==> src/rtl/ps2_pad_pkg.sv <==
// ps2_pad_pkg: shared protocol constants and FSM state type for the PS2 pad responder.
package ps2_pad_pkg;
    localparam logic [7:0] PS2_CMD_START   = 8'h01;
    localparam logic [7:0] PS2_CMD_POLL    = 8'h42;
    localparam logic [7:0] PS2_BYTE_IDLE   = 8'hFF;
    localparam logic [7:0] PS2_BYTE_READY  = 8'h5A;
    localparam int         PS2_FRAME_BYTES = 9;
    localparam logic [7:0] PS2_AXIS_CENTRE = 8'h80;

    typedef enum logic [1:0] {IDLE, XFER, IGNORE, DONE} ps2_state_e;
endpackage

==> src/rtl/ps2_pad_sync.sv <==
// ps2_pad_sync: multi-bit level synchronizer plus a separately synchronized sclk with edge detect.
module ps2_pad_sync #(
    parameter int W      = 2,
    parameter int STAGES = 2
) (
    input  logic         clk,
    input  logic         rst,
    input  logic [W-1:0] din,
    input  logic         sclk,
    output logic [W-1:0] dout,
    output logic         sclk_rise,
    output logic         sclk_fall
);
    logic [W-1:0]      chain [STAGES];
    logic [STAGES-1:0] sclk_chain;
    logic              sclk_d;

    // Level chain resets low so a host already holding att low never looks like a fresh fall.
    always_ff @(posedge clk or posedge rst) begin
        if (rst) begin
            for (int i = 0; i < STAGES; i++) chain[i] <= '0;
            sclk_chain <= '1;
            sclk_d     <= 1'b1;
        end else begin
            chain[0] <= din;
            for (int i = 1; i < STAGES; i++) chain[i] <= chain[i-1];
            sclk_chain <= {sclk_chain[STAGES-2:0], sclk};
            sclk_d     <= sclk_chain[STAGES-1];
        end
    end

    assign dout      = chain[STAGES-1];
    assign sclk_rise = sclk_chain[STAGES-1] & ~sclk_d;
    assign sclk_fall = ~sclk_chain[STAGES-1] & sclk_d;
endmodule

==> src/rtl/ps2_pad_responder.sv <==
// ps2_pad_responder: pad-side PS2 link answering a host poll with a 9-byte analog frame.
// Define PS2_PAD_ACK_EN to build the per-byte ack_n generator; otherwise ack_n is tied high.
module ps2_pad_responder
    import ps2_pad_pkg::*;
#(
    parameter int         SYNC_STAGES = 2,
    parameter logic [7:0] PAD_ID      = 8'h73,
    parameter int         ACK_DLY     = 480,
    parameter int         ACK_LEN     = 160
) (
    input  logic        CLK_40M,
    input  logic        rst,
    input  logic        att,
    input  logic        sclk_in,
    input  logic        cmd_in,
    input  logic [15:0] btn_n,
    input  logic [7:0]  stick_rx,
    input  logic [7:0]  stick_ry,
    input  logic [7:0]  stick_lx,
    input  logic [7:0]  stick_ly,
    output logic        dat_out,
    output logic        ack_n,
    output logic        busy,
    output logic        frame_done,
    output logic        frame_err
);
    ps2_state_e  state;
    logic [1:0]  sync_q;
    logic        att_s, cmd_s, att_d, att_rise, att_fall, sclk_rise, sclk_fall;
    logic [2:0]  bit_idx;
    logic [3:0]  byte_idx;
    logic [7:0]  tx_byte, tx_next, rx_next;
    logic [6:0]  rx_byte;
    logic [15:0] snap_btn;
    logic [7:0]  snap_rx, snap_ry, snap_lx, snap_ly;
    logic        byte_end, reject, last_byte;

    ps2_pad_sync #(.W(2), .STAGES(SYNC_STAGES)) u_sync (
        .clk(CLK_40M), .rst(rst), .din({att, cmd_in}), .sclk(sclk_in),
        .dout(sync_q), .sclk_rise(sclk_rise), .sclk_fall(sclk_fall)
    );

    assign att_s    = sync_q[1];
    assign cmd_s    = sync_q[0];
    assign att_rise = att_s & ~att_d;
    assign att_fall = ~att_s & att_d;

    // The 8th command bit is taken straight from the pin so the byte is judged on that same edge.
    assign rx_next   = {cmd_s, rx_byte};
    assign byte_end  = state == XFER && sclk_rise && bit_idx == 3'd7;
    assign last_byte = byte_idx == 4'(PS2_FRAME_BYTES - 1);
    assign reject    = byte_end && (byte_idx == 4'd0 ? rx_next != PS2_CMD_START :
                                    byte_idx == 4'd1 ? rx_next != PS2_CMD_POLL  : 1'b0);

    always_comb begin
        tx_next = byte_idx == 4'd0 ? PAD_ID :
                  byte_idx == 4'd1 ? PS2_BYTE_READY :
                  byte_idx == 4'd2 ? snap_btn[7:0] :
                  byte_idx == 4'd3 ? snap_btn[15:8] :
                  byte_idx == 4'd4 ? snap_rx :
                  byte_idx == 4'd5 ? snap_ry :
                  byte_idx == 4'd6 ? snap_lx : snap_ly;
    end

    always_ff @(posedge CLK_40M or posedge rst) begin
        if (rst) begin
            state      <= IDLE;
            att_d      <= 1'b0;
            dat_out    <= 1'b1;
            busy       <= 1'b0;
            frame_done <= 1'b0;
            frame_err  <= 1'b0;
            bit_idx    <= '0;
            byte_idx   <= '0;
            tx_byte    <= PS2_BYTE_IDLE;
            rx_byte    <= '0;
            snap_btn   <= '1;
            snap_rx    <= PS2_AXIS_CENTRE;
            snap_ry    <= PS2_AXIS_CENTRE;
            snap_lx    <= PS2_AXIS_CENTRE;
            snap_ly    <= PS2_AXIS_CENTRE;
        end else begin
            att_d      <= att_s;
            frame_done <= 1'b0;
            frame_err  <= 1'b0;
            if (att_rise) begin
                state     <= IDLE;
                dat_out   <= 1'b1;
                busy      <= 1'b0;
                bit_idx   <= '0;
                byte_idx  <= '0;
                frame_err <= state == XFER;
            end else begin
                case (state)
                    IDLE: if (att_fall) begin
                        snap_btn <= btn_n;
                        snap_rx  <= stick_rx;
                        snap_ry  <= stick_ry;
                        snap_lx  <= stick_lx;
                        snap_ly  <= stick_ly;
                        tx_byte  <= PS2_BYTE_IDLE;
                        busy     <= 1'b1;
                        state    <= XFER;
                    end
                    XFER: begin
                        if (sclk_fall) dat_out <= tx_byte[bit_idx];
                        if (sclk_rise) begin
                            rx_byte <= {cmd_s, rx_byte[6:1]};
                            bit_idx <= bit_idx + 3'd1;
                        end
                        if (reject) begin
                            frame_err <= 1'b1;
                            dat_out   <= 1'b1;
                            state     <= IGNORE;
                        end else if (byte_end && last_byte) begin
                            frame_done <= 1'b1;
                            dat_out    <= 1'b1;
                            state      <= DONE;
                        end else if (byte_end) begin
                            byte_idx <= byte_idx + 4'd1;
                            tx_byte  <= tx_next;
                        end
                    end
                    default: dat_out <= 1'b1;
                endcase
            end
        end
    end

`ifdef PS2_PAD_ACK_EN
    localparam int AW = $clog2(ACK_DLY + ACK_LEN + 1);
    logic [AW-1:0] ack_cnt;
    logic          ack_run, ack_go;

    assign ack_go = byte_end && !reject && !last_byte && !att_rise;

    // A byte completing mid-ack restarts the window; sclk edges alone never cancel it.
    always_ff @(posedge CLK_40M or posedge rst) begin
        if (rst) begin
            ack_n   <= 1'b1;
            ack_run <= 1'b0;
            ack_cnt <= '0;
        end else if (att_rise) begin
            ack_n   <= 1'b1;
            ack_run <= 1'b0;
            ack_cnt <= '0;
        end else if (ack_go) begin
            ack_run <= 1'b1;
            ack_cnt <= '0;
        end else if (ack_run) begin
            ack_cnt <= ack_cnt + 1'b1;
            if (ack_cnt == AW'(ACK_DLY - 1)) ack_n <= 1'b0;
            if (ack_cnt == AW'(ACK_DLY + ACK_LEN - 1)) begin
                ack_n   <= 1'b1;
                ack_run <= 1'b0;
            end
        end
    end
`else
    assign ack_n = 1'b1;
`endif
endmodule

==> config.mk <==
export PLATFORM = sky130hd
export DESIGN_NAME = ps2_pad_responder
export DESIGN_NICKNAME = d
export VERILOG_FILES = /design/src/rtl/ps2_pad_pkg.sv /design/src/rtl/ps2_pad_sync.sv /design/src/rtl/ps2_pad_responder.sv
export SDC_FILE = /design/constraint.sdc
export NUM_CORES = 1
export LEC_CHECK = 0
export CAP_MARGIN = 10
export CORE_MARGIN = 5
export CORE_UTILIZATION = 51
export CTS_BUF_LIST = sky130_fd_sc_hd__clkbuf_8
export DETAILED_ROUTE_END_ITERATION = 10
export GPL_TIMING_DRIVEN = 1
export HOLD_SLACK_MARGIN = 0.08
export PLACE_DENSITY = 0.78
export REMOVE_ABC_BUFFERS = 1
export SLEW_MARGIN = 20
export SYNTH_ARGS = -nofsm -noshare
export SYNTH_HDL_FRONTEND = slang
export SYNTH_SLANG_ARGS = --single-unit
==> constraint.sdc <==
create_clock -name CLK_40M -period 2.4 [get_ports CLK_40M]
set_input_delay 0.48 -clock CLK_40M [delete_from_list [all_inputs] [get_ports CLK_40M]]
set_output_delay 0.48 -clock CLK_40M [all_outputs]
set_load 0.03 [all_outputs]
* Yosys cells after proc, flatten, opt, wreduce, memory -nomap -nowiden
Index checks and enable logic that the tools add are counted.
** Storage, ports and cells
- Register bits after elaboration :: 84
- Input port bits :: 53
- Output and inout bits :: 5
- Logic and storage cells :: 117
** Cells by class
- Add/sub/neg operators :: 2
- Order comparisons :: 1
- Equality and inequality tests :: 21
- Multiplexer cells :: 44
- Bitwise gates (word level) :: 9
- Reductions and logical operators :: 21
** Operator list (count)
- two-way mux 8 bit :: 11
- two-way mux 4 bit :: 5
- two-way mux 1 bit :: 17
- one-hot mux 8 bit (2 select lines) :: 1
- != test 2 bit, second input constant :: 7
- equality test 4 x 3 -> 1 bit, second input constant :: 3
- nonzero test 2 bit :: 6
- two-way mux 3 bit :: 3
- AND reduction 3 bit :: 3
- equality test 4 x 2 -> 1 bit, second input constant :: 2
- two-way mux 2 bit :: 4
- != test 8 x 1 -> 1 bit, second input constant :: 1
- != test 8 x 7 -> 1 bit, second input constant :: 1
- AND reduction 2 bit :: 3
- AND reduction 6 bit :: 1
- != test 5 x 4 -> 1 bit, second input constant :: 1
- NOT 1 bit :: 5
- adder 4 x 1 -> 4 bit, second input constant :: 1
- bitwise AND 1 bit :: 4
- equality test 4 x 1 -> 1 bit, second input constant :: 1
- equality test 4 bit, second input constant :: 1
- logical AND 1 bit :: 4
- logical NOT 4 bit :: 1
- less-than comparator 3 x 4 -> 1 bit, second input constant :: 1
- other kinds (11) :: 11

* Logic depth before layout (Yosys ltp)
Gate-level depths: netlist of run 1.
- Depth in word-level cells :: 12
- Mapped depth :: 8
- Mapped depth without buffers :: 7

* Hierarchy
From an unflattened synthesis of run 1, not the netlist that was laid out.
** Second synthesis, totals
- Cells, all modules :: 322
- Area, all modules :: 4017.6 µm²
** Modules (own cells, without submodules)
- ps2_pad_responder :: instances 1, cells each 310, area an instance 3804.9 µm², seq. area each 1963.1 µm²
- ps2_pad_sync :: instances 1, cells each 12, area an instance 212.7 µm², seq. area each 178.9 µm²

* Least setup slack after synthesis of run 1
Ideal clock, no wire load.
- Path kind :: register -> register
- Start :: register rx_byte[3]
- End :: register tx_byte[1]
- Library setup time :: 0.082 ns
- Data arrival time :: 2.198 ns
- Data required time :: 2.318 ns
- Path slack :: 0.119 ns
- Cell stages (with the launch flop) :: 6
- Path buffers :: 0
- Period minus slack after synthesis :: 2.281 ns
- Path through :: dfrtp_1 > or4_4 > o31ai_4 > a221oi_2 > a2111oi_4 > mux2_2
** On the way
- Cells in the longest elaborated chain, start to end :: 6
- Elaborated cells on any way between the ends :: 7
- Those cells by class :: 3 x eq/ne; 2 x mux; 2 x reduce/logical
** Ends and longest elaborated chain
- start, declared :: RTL line ps2_pad_responder.sv:33 : logic [6:0] rx_byte;
- start signal, assigned :: RTL line ps2_pad_responder.sv:108 : rx_byte <= {cmd_s, rx_byte[6:1]};
- != test 8 x 7 -> 1 bit :: RTL line ps2_pad_responder.sv:53 : byte_idx == 4'd1 ? rx_next != PS2_CMD_POLL : 1'b0);
- two-way mux 1 bit :: RTL line ps2_pad_responder.sv:53
- two-way mux 1 bit (*) :: RTL line ps2_pad_responder.sv:52 : assign reject = byte_end && (byte_idx == 4'd0 ? rx_next != PS2_CMD_START :
- logical AND 1 bit (*) :: RTL line ps2_pad_responder.sv:52
- != test 2 bit (no source line) (*)
- AND reduction 6 bit (no source line) (*)
- end signal, assigned :: RTL line ps2_pad_responder.sv:121 : tx_byte <= tx_next;
- end, declared :: RTL line ps2_pad_responder.sv:32 : logic [7:0] tx_byte, tx_next, rx_next;
Every way passes the cells marked *; elsewhere a longest branch is shown, timed or not.
A chain may end at the register's enable or synchronous reset.

* Final worst setup path of run 1
- Start :: register rx_byte[3]
- End :: register tx_byte[3]
The elaborated chain is that of the path after synthesis.

==> flow_summary.toml, run 1 <==
[synth]
synth-edff-count = 0
synthCells = 336
synth_compound_area_share_pct = 11.2
postSynthAreaPerCell_um2 = 12.0
ys_seq_area_share_pct = 53.0
netlist_area_um2 = 4040
synth_xor_area_share_pct = 0.433
synth-simple-area-share_pct = 10.6
synthMuxAreaShare_pct = 18.5
synth_fa_ha_area_share_pct = 2.78
async_reset_ff_share_pct = 100
ys_types = 47
ys_ff_latch = 84
synth_ff_type = "dfrtp_1"
synth_top_family_by_area = "multiplexers"
synth.yosys.warnings = 0

[detailed_routing]
via_per_inst = 5.53
first_pass_iters = 4
wl_per_cell_um = 16.3
drc = 0
routed_wl_um = 8260
drt.antenna.violating_nets = 0
drtIter0Drc = 163
vias = 2799

[die]
die_w_um = 99.0
rows = 32
die-area_um2 = 9810
coreArea_um2 = 7730
io_pins = 58
start_util_pct = 52.3
die_height_um = 99.0

[power]
power_frac_comb_pct = 17.1
p_switching_mw = 0.902
cellInternalPower_mw = 2.71
leakagePower_nw = 2.00
seq_power_share_pct = 54.7
swShare_pct = 25.0
clockPowerShare_pct = 28.2
irDropWorstVdd_v = 0.000358
power_density_nw_per_um2 = 718

[final_layout]
layout_common_cells = "57 x mux2_2, 56 x clkdlybuf4s50_1, 52 x dfrtp_1"
nets = 461
layout_commonest_cell = "mux2_2"
antenna_cells = 0
drive_gt1_share_pct = 33.7
syn_to_final_growth_pct = 24.4
nFillCells = 582
utilization_pct = 65.1

[global_route]
grt.overflow.total = 0
antenna_found_initial = 0
grt_pass1_vias = 2865
grt_usage_pct = 17.6
grt_max_degree = 32
grt_pass1_wl_um = 13800

[worst_setup_path]
end_kind = "flop"
cp.arrival_ns = 2.56
crit_required_ns = 2.68
crit_chain = "or4_4, o31ai_4, a221oi_4, buf_4, nand4b_1, o32a_2"
critPathSlowestCell = "or4_4"
worstSetupPathType = "flop to flop"
critical_path.max_fanout = 5
start_kind = "flop"
cpPeakStageDelay_ns = 0.56

[sta]
hold_viol = 0
timing.final.crit_share_pct = 95.2
setup_viol = 0
relSlewSlack_pct = 55.5
fin_worst_skew_ns = 0.00801
clock.fmax_mhz = 438
rsz0062_at_grt = "no"
maxSlewViolCount = 0
fin_tns_setup_ns = 0
fin_ws_ns = 0.116
post-route-min-period_ns = 2.28
tightest_slew_ns = 0.667

[placed_design]
routabilityCongestion = 0.836
dpl_worst_slack_ns = 0.0765
hpwl_um = 6210
numPortBuffers = 56

[clock_tree]
clockBufferDepth = 2
cts-root-buf = "clkbuf_8"
worstSkewPairLatency_ns = 0.35
hold_buffers = 0
cts_buffers = 9
cts_tree = "done"
clk_pin_slew_ns = 0.08
clock-sinks = 84
cts_max_level = 3

[status]
status = "finished clean"

[min_path]
holdCritPathClass = "flop to flop"

[job]
cap_violations = 0
==> sequential cells by signal (all words and copies together), names as in the netlist, 2 cells and up <==
signal,cells
snap_btn,16
snap_lx,8
snap_ly,8
snap_rx,8
snap_ry,8
tx_byte,8
rx_byte,7
byte_idx,4
bit_idx,3
state,2
u_sync.chain,2
u_sync.dout,2
u_sync.sclk_chain,2
==> layout make-up <==
type / instances / area [um^2] / share of cell area [%]
clock inverter: 5 / 51.3 / 1.02
clock buffer: 11 / 151 / 3.01
timing repair buffer: 72 / 706 / 14.0
sequential: 84 / 2140 / 42.6
multi-input combinational: 217 / 1800 / 35.7
tap: 102 / 128 / 2.54
inverter: 15 / 57.6 / 1.14
==> cells in the mapped netlist, types with 2 or more instances <==
library cell | instances | area, um^2
clkbuf_1 | 18 | 67.6
o32a_2 | 3 | 33.8
dfrtp_1 | 52 | 1300
mux2_2 | 57 | 642
o311ai_0 | 2 | 17.5
xnor2_1 | 2 | 17.5
nor2_1 | 18 | 67.6
o21ai_0 | 19 | 95.1
inv_1 | 15 | 56.3
nand4_1 | 2 | 12.5
and2_1 | 2 | 12.5
a31oi_1 | 6 | 37.5
nand2b_1 | 7 | 43.8
a32oi_1 | 2 | 17.5
ha_1 | 9 | 113
nand3_1 | 3 | 15.0
o22a_2 | 2 | 20.0
nor2b_1 | 6 | 37.5
nor3_1 | 3 | 15.0
o22ai_1 | 8 | 50.1
dfstp_2 | 32 | 841
and3_1 | 2 | 12.5
mux2i_1 | 6 | 60.1
nand3b_1 | 6 | 45.0
and3b_1 | 3 | 26.3
nand2_1 | 13 | 48.8
o221ai_1 | 3 | 26.3
a21oi_1 | 12 | 60.1
nor3b_1 | 4 | 30.0
mux4_2 | 2 | 45.0
==> through the flow <==
| step | std cells | area (um^2) | hold slack [ns] | power, mW |
|---|---|---|---|---|
| after CTS | 506 | 5010 | 0.357 | 3.63 |
| after detailed placement | 490 | 4800 | 0.338 | 2.62 |
| after global routing | 506 | 5030 | 0.370 | 3.80 |
| final | 506 | 5030 | 0.363 | 3.61 |
| after floorplan | 316 | 3960 | 0.331 | 2.37 |
| after global placement | 490 | 4800 | 0.335 | 2.58 |
==> worst paths after layout <==
path | cells past startpoint | start | slack, ns | end
worst max-delay path | 6 | rx_byte[3] | 0.12 | tx_byte[3]
worst min register to register | 0 | u_sync.chain[2] | 0.36 | u_sync.dout[0]
max in group asynchronous | 3 | rst | 1.33 | tx_byte[7]
worst max register to register | 6 | rx_byte[3] | 0.12 | tx_byte[3]
min in group asynchronous | 2 | rst | 0.47 | u_sync.chain[2]
worst min-delay path | 0 | u_sync.chain[2] | 0.36 | u_sync.dout[0]
==> worst max-delay path, delay by kind of cell (launching register included) <==
family | cells | cell delay (ns)
flip-flops | 1 | 0.39
buffers and inverters | 1 | 0.17
AND/OR/NAND/NOR | 2 | 0.84
AO/OA/AOI/OAI | 3 | 0.83
==> what timing repair did <==
| item | in CTS | in global routing |
|---|---|---|
| setup buffers | 0 | 0 |
| endpoints found under the hold margin | 0 | 0 |
| setup endpoints to repair | 0 | 8 |
| gates resized for setup | 0 | 3 |
==> power by group through the flow <==
stage | combinational [mW] | clock [mW] | sequential (mW)
after CTS | 0.619 | 1.04 | 1.97
after global placement | 0.592 | 0 | 1.98
after floorplan | 0.428 | 0 | 1.94
after global routing | 0.675 | 1.10 | 2.02
final | 0.619 | 1.02 | 1.98
after detailed placement | 0.617 | 0 | 2.00
==> routing by layer <==
| metal | wire length (um) | share of wire [%] | track usage (%) |
|---|---|---|---|
| met1 | 3810 | 46 | 24.8 |
| met2 | 3920 | 47 | 26.6 |
| met3 | 359 | 4.3 | 3.61 |
| met4 | 170 | 2.1 | 7.14 |
| met5 | 0 | 0 | 0 |
==> logic make-up (layout without fill, tap and decap cells) <==
kind of cell    after synthesis  in the layout
flops                        84             84
buf+inv                      35            103
simple gates                 76             76
fa+ha+maj                     9              9
xor+xnor                      2              2
mux                          65             65
other cells                   1              1
compound gates               64             64
Power figures use the tool's default switching activity.
==> run 2: changes to the inputs <==
--- a/config.mk
+++ b/config.mk
@@ -5,6 +5,7 @@
 export SDC_FILE = /design/constraint.sdc
 export NUM_CORES = 1
 export LEC_CHECK = 0
+export ABC_CLOCK_PERIOD_IN_PS = 2400
 export CAP_MARGIN = 10
 export CORE_MARGIN = 5
 export CORE_UTILIZATION = 51
==> results of run 2 <==
No change in the layout: final DEF, timing and power equal those of run 1.
==> run 3: changes to the inputs <==
--- a/config.mk
+++ b/config.mk
@@ -5,17 +5,19 @@
 export SDC_FILE = /design/constraint.sdc
 export NUM_CORES = 1
 export LEC_CHECK = 0
-export ABC_CLOCK_PERIOD_IN_PS = 2400
+export ABC_CLOCK_PERIOD_IN_PS = 2220
 export CAP_MARGIN = 10
+export CORE_ASPECT_RATIO = 0.5
 export CORE_MARGIN = 5
-export CORE_UTILIZATION = 51
+export CORE_UTILIZATION = 55
 export CTS_BUF_LIST = sky130_fd_sc_hd__clkbuf_8
 export DETAILED_ROUTE_END_ITERATION = 10
 export GPL_TIMING_DRIVEN = 1
 export HOLD_SLACK_MARGIN = 0.08
-export PLACE_DENSITY = 0.78
+export PLACE_DENSITY = 0.81
 export REMOVE_ABC_BUFFERS = 1
 export SLEW_MARGIN = 20
 export SYNTH_ARGS = -nofsm -noshare
 export SYNTH_HDL_FRONTEND = slang
+export SYNTH_HIERARCHICAL = 1
 export SYNTH_SLANG_ARGS = --single-unit
==> constraint.sdc (replaced) <==
create_clock -name CLK_40M -period 2.22 [get_ports CLK_40M]
set_input_delay 0.444 -clock CLK_40M [delete_from_list [all_inputs] [get_ports CLK_40M]]
set_output_delay 0.444 -clock CLK_40M [all_outputs]
set_load 0.03 [all_outputs]
==> flow_summary.toml, run 3 <==
[status]
status = "finished clean"

[global_route]
grt_usage_pct = 19.1
grt_pass1_vias = 2760
grt_pass1_wl_um = 13600
grt_max_degree = 78
grt.overflow.total = 0
antenna_found_initial = 0

[sta]
setup_viol = 0
worst_hold_slack_ns = 0.352
post-route-min-period_ns = 2.11
timing.final.crit_share_pct = 94.9
fin_worst_skew_ns = 0.00549
hold_viol = 0
maxSlewViolCount = 0
clock.fmax_mhz = 474

[detailed_routing]
route.met2.wl_um = 3960
vias = 2747
via_per_inst = 5.64
routed_wl_um = 8310
wl_met3_um = 461
routed.top_layer = "met4"
drc = 0
wl_met1_um = 3820
wl_per_cell_um = 17.1
drt.antenna.violating_nets = 0
drtIter0Drc = 277
first_pass_iters = 4

[synth]
synth_compound_area_share_pct = 10.8
synth_fa_ha_area_share_pct = 2.80
ys_types = 59
synth-edff-count = 0
postSynthAreaPerCell_um2 = 12.5
synth_commonest_cells = "52 x dfrtp_1, 51 x mux2_2, 32 x dfstp_2, 21 x a21oi_1, 15 x o21ai_0"
synth_ff_type = "dfrtp_1"
yosysTopAreaCell = "dfrtp_1"
synth_top_family_by_area = "multiplexers"
synth_xor_area_share_pct = 0.654
synth.yosys.warnings = 6
ys_ff_latch = 84
async_reset_ff_share_pct = 100
synth.most_common_cell = "dfrtp_1"
netlist_area_um2 = 4020
synthMuxAreaShare_pct = 18.8
synthCells = 322
synth.area.top_cells = "dfrtp_1 32%, dfstp_2 21%, mux2_2 14%"
synth-simple-area-share_pct = 9.72
synth_top_area_share_pct = 32.4
ys_seq_area_share_pct = 53.3

[final_layout]
multi_input_area_um2 = 1750
drive_gt1_share_pct = 34.8
finalNonFillerCells = 487
top_register = "snap_btn"
antenna_cells = 0
utilization_pct = 68.5
nFillCells = 517
syn_to_final_growth_pct = 23.0
layout_commonest_cell = "clkdlybuf4s50_1"
largest_reg_flops = 16
layout_common_cells = "56 x clkdlybuf4s50_1, 51 x mux2_2, 51 x dfrtp_1"
regArea_um2 = 2140
finalInstanceArea_um2 = 4940
nets = 448

[min_path]
holdCritPathClass = "flop to flop"

[worst_setup_path]
start_kind = "flop"
crit_required_ns = 2.50
crit_chain = "inv_1, ha_2, nor3b_4, a211oi_4, o31ai_4, nor3_4, mux2_1"
cp.arrival_ns = 2.39
critical_path.max_fanout = 7
cpPeakStageDelay_ns = 0.40
critPathSlowestCell = "dfrtp_1"
worstSetupPathType = "flop to flop"
end_kind = "flop"

[clock_tree]
clk_pin_slew_ns = 0.08
cts_tree = "done"
clockBufferDepth = 2
cts_buffers = 9
hold_buffers = 0
cts-root-buf = "clkbuf_8"
cts_max_level = 3
clock-sinks = 84
worstSkewPairLatency_ns = 0.35

[die]
rows = 22
die_height_um = 70.4
die-area_um2 = 9220
io_pins = 58
die_w_um = 131
coreArea_um2 = 7210
start_util_pct = 55.7

[placed_design]
routabilityCongestion = 0.821
numPortBuffers = 56
hpwl_um = 6010
dp.cells = 466
dpl_cell_area_um2 = 4710

[power]
leakagePower_nw = 2.01
power_density_nw_per_um2 = 759
irDropWorstVdd_v = 0.000400

[job]
cap_violations = 0
## run 3: changes by cell type after synthesis, moves of 4 or more
cell	before	now
inv_1	15	9
clkbuf_1	18	8
nor2_1	18	11
a31oi_1	6	1
nand2b_1	7	0
o21ai_0	19	15
mux2_1	0	6
o22ai_1	8	1
buf_1	0	4
mux2_2	57	51
a21oi_1	12	21
## run 3: critical path, delay by kind of cell (launching register included)
kind | cells | cell delay, ns
AO/OA/AOI/OAI | 2 | 0.42
adder cells (fa/ha/maj) | 1 | 0.24
buffers and inverters | 1 | 0.10
flip-flops | 1 | 0.40
multiplexers | 1 | 0.37
AND/OR/NAND/NOR | 2 | 0.51
## run 3: layout make-up
class	instances	share of cell area (%)
clock buffer	10	2.78
clock inverter	6	0.658
inverter	12	0.911
multi-input combinational	206	35.4
sequential	84	43.4
tap	96	2.43
timing repair buffer	73	14.5
## run 3: kinds of logic after synthesis
logic type / count (synthesis)
AOI/OAI and AO/OA: 66
DFF: 84
other: 1
muxes: 66
adders and majority gates: 9
xor gates and xnor gates: 3
buffers and inverters: 32
and+or+nand+nor: 61
## run 3: per-stage QoR
| stage | setup TNS [ns] | setup slack [ns] | total power, mW |
|---|---|---|---|
| global placement | 0 | 0.145 | 2.78 |
| CTS | 0 | 0.0335 | 3.78 |
| finish | 0 | 0.112 | 3.75 |
| floorplan | -9.28 | -0.143 | 2.54 |
| detailed placement | -0.0543 | -0.0281 | 2.83 |
| global route | -0.00394 | -0.00394 | 3.97 |
## run 3: worst paths after layout
check / end / cells after the start / startpoint / slack, ns
worst max-delay path: tx_byte[4] / 7 / byte_idx[0] / 0.11
max in group asynchronous: snap_btn[0] / 3 / rst / 1.36
worst min register to register: u_sync/dout[1] / 0 / u_sync/chain[3] / 0.35
worst min-delay path: u_sync/dout[1] / 0 / u_sync/chain[3] / 0.35
worst max register to register: tx_byte[4] / 7 / byte_idx[0] / 0.11
min in group asynchronous: u_sync/chain[3] / 2 / rst / 0.36
## run 3: metal layers
metal  vias up  track usage [%]
li1       1290                -
met1      1371             26.0
met2        82             29.1
met3         4             5.88
met4         0             6.27
met5         -                0
## run 3: timing repair
item	CTS	global route
resized for setup	0	7
pin swaps	1	1
buffers inserted	1	4
setup endpoints to repair	3	9
## run 3: power by group
group / switching [mW] / leakage, nW / internal, mW
Combinational: 0.259 / 0.948 / 0.417
Sequential: 0.202 / 0.974 / 1.93
Clock: 0.519 / 0.0907 / 0.424
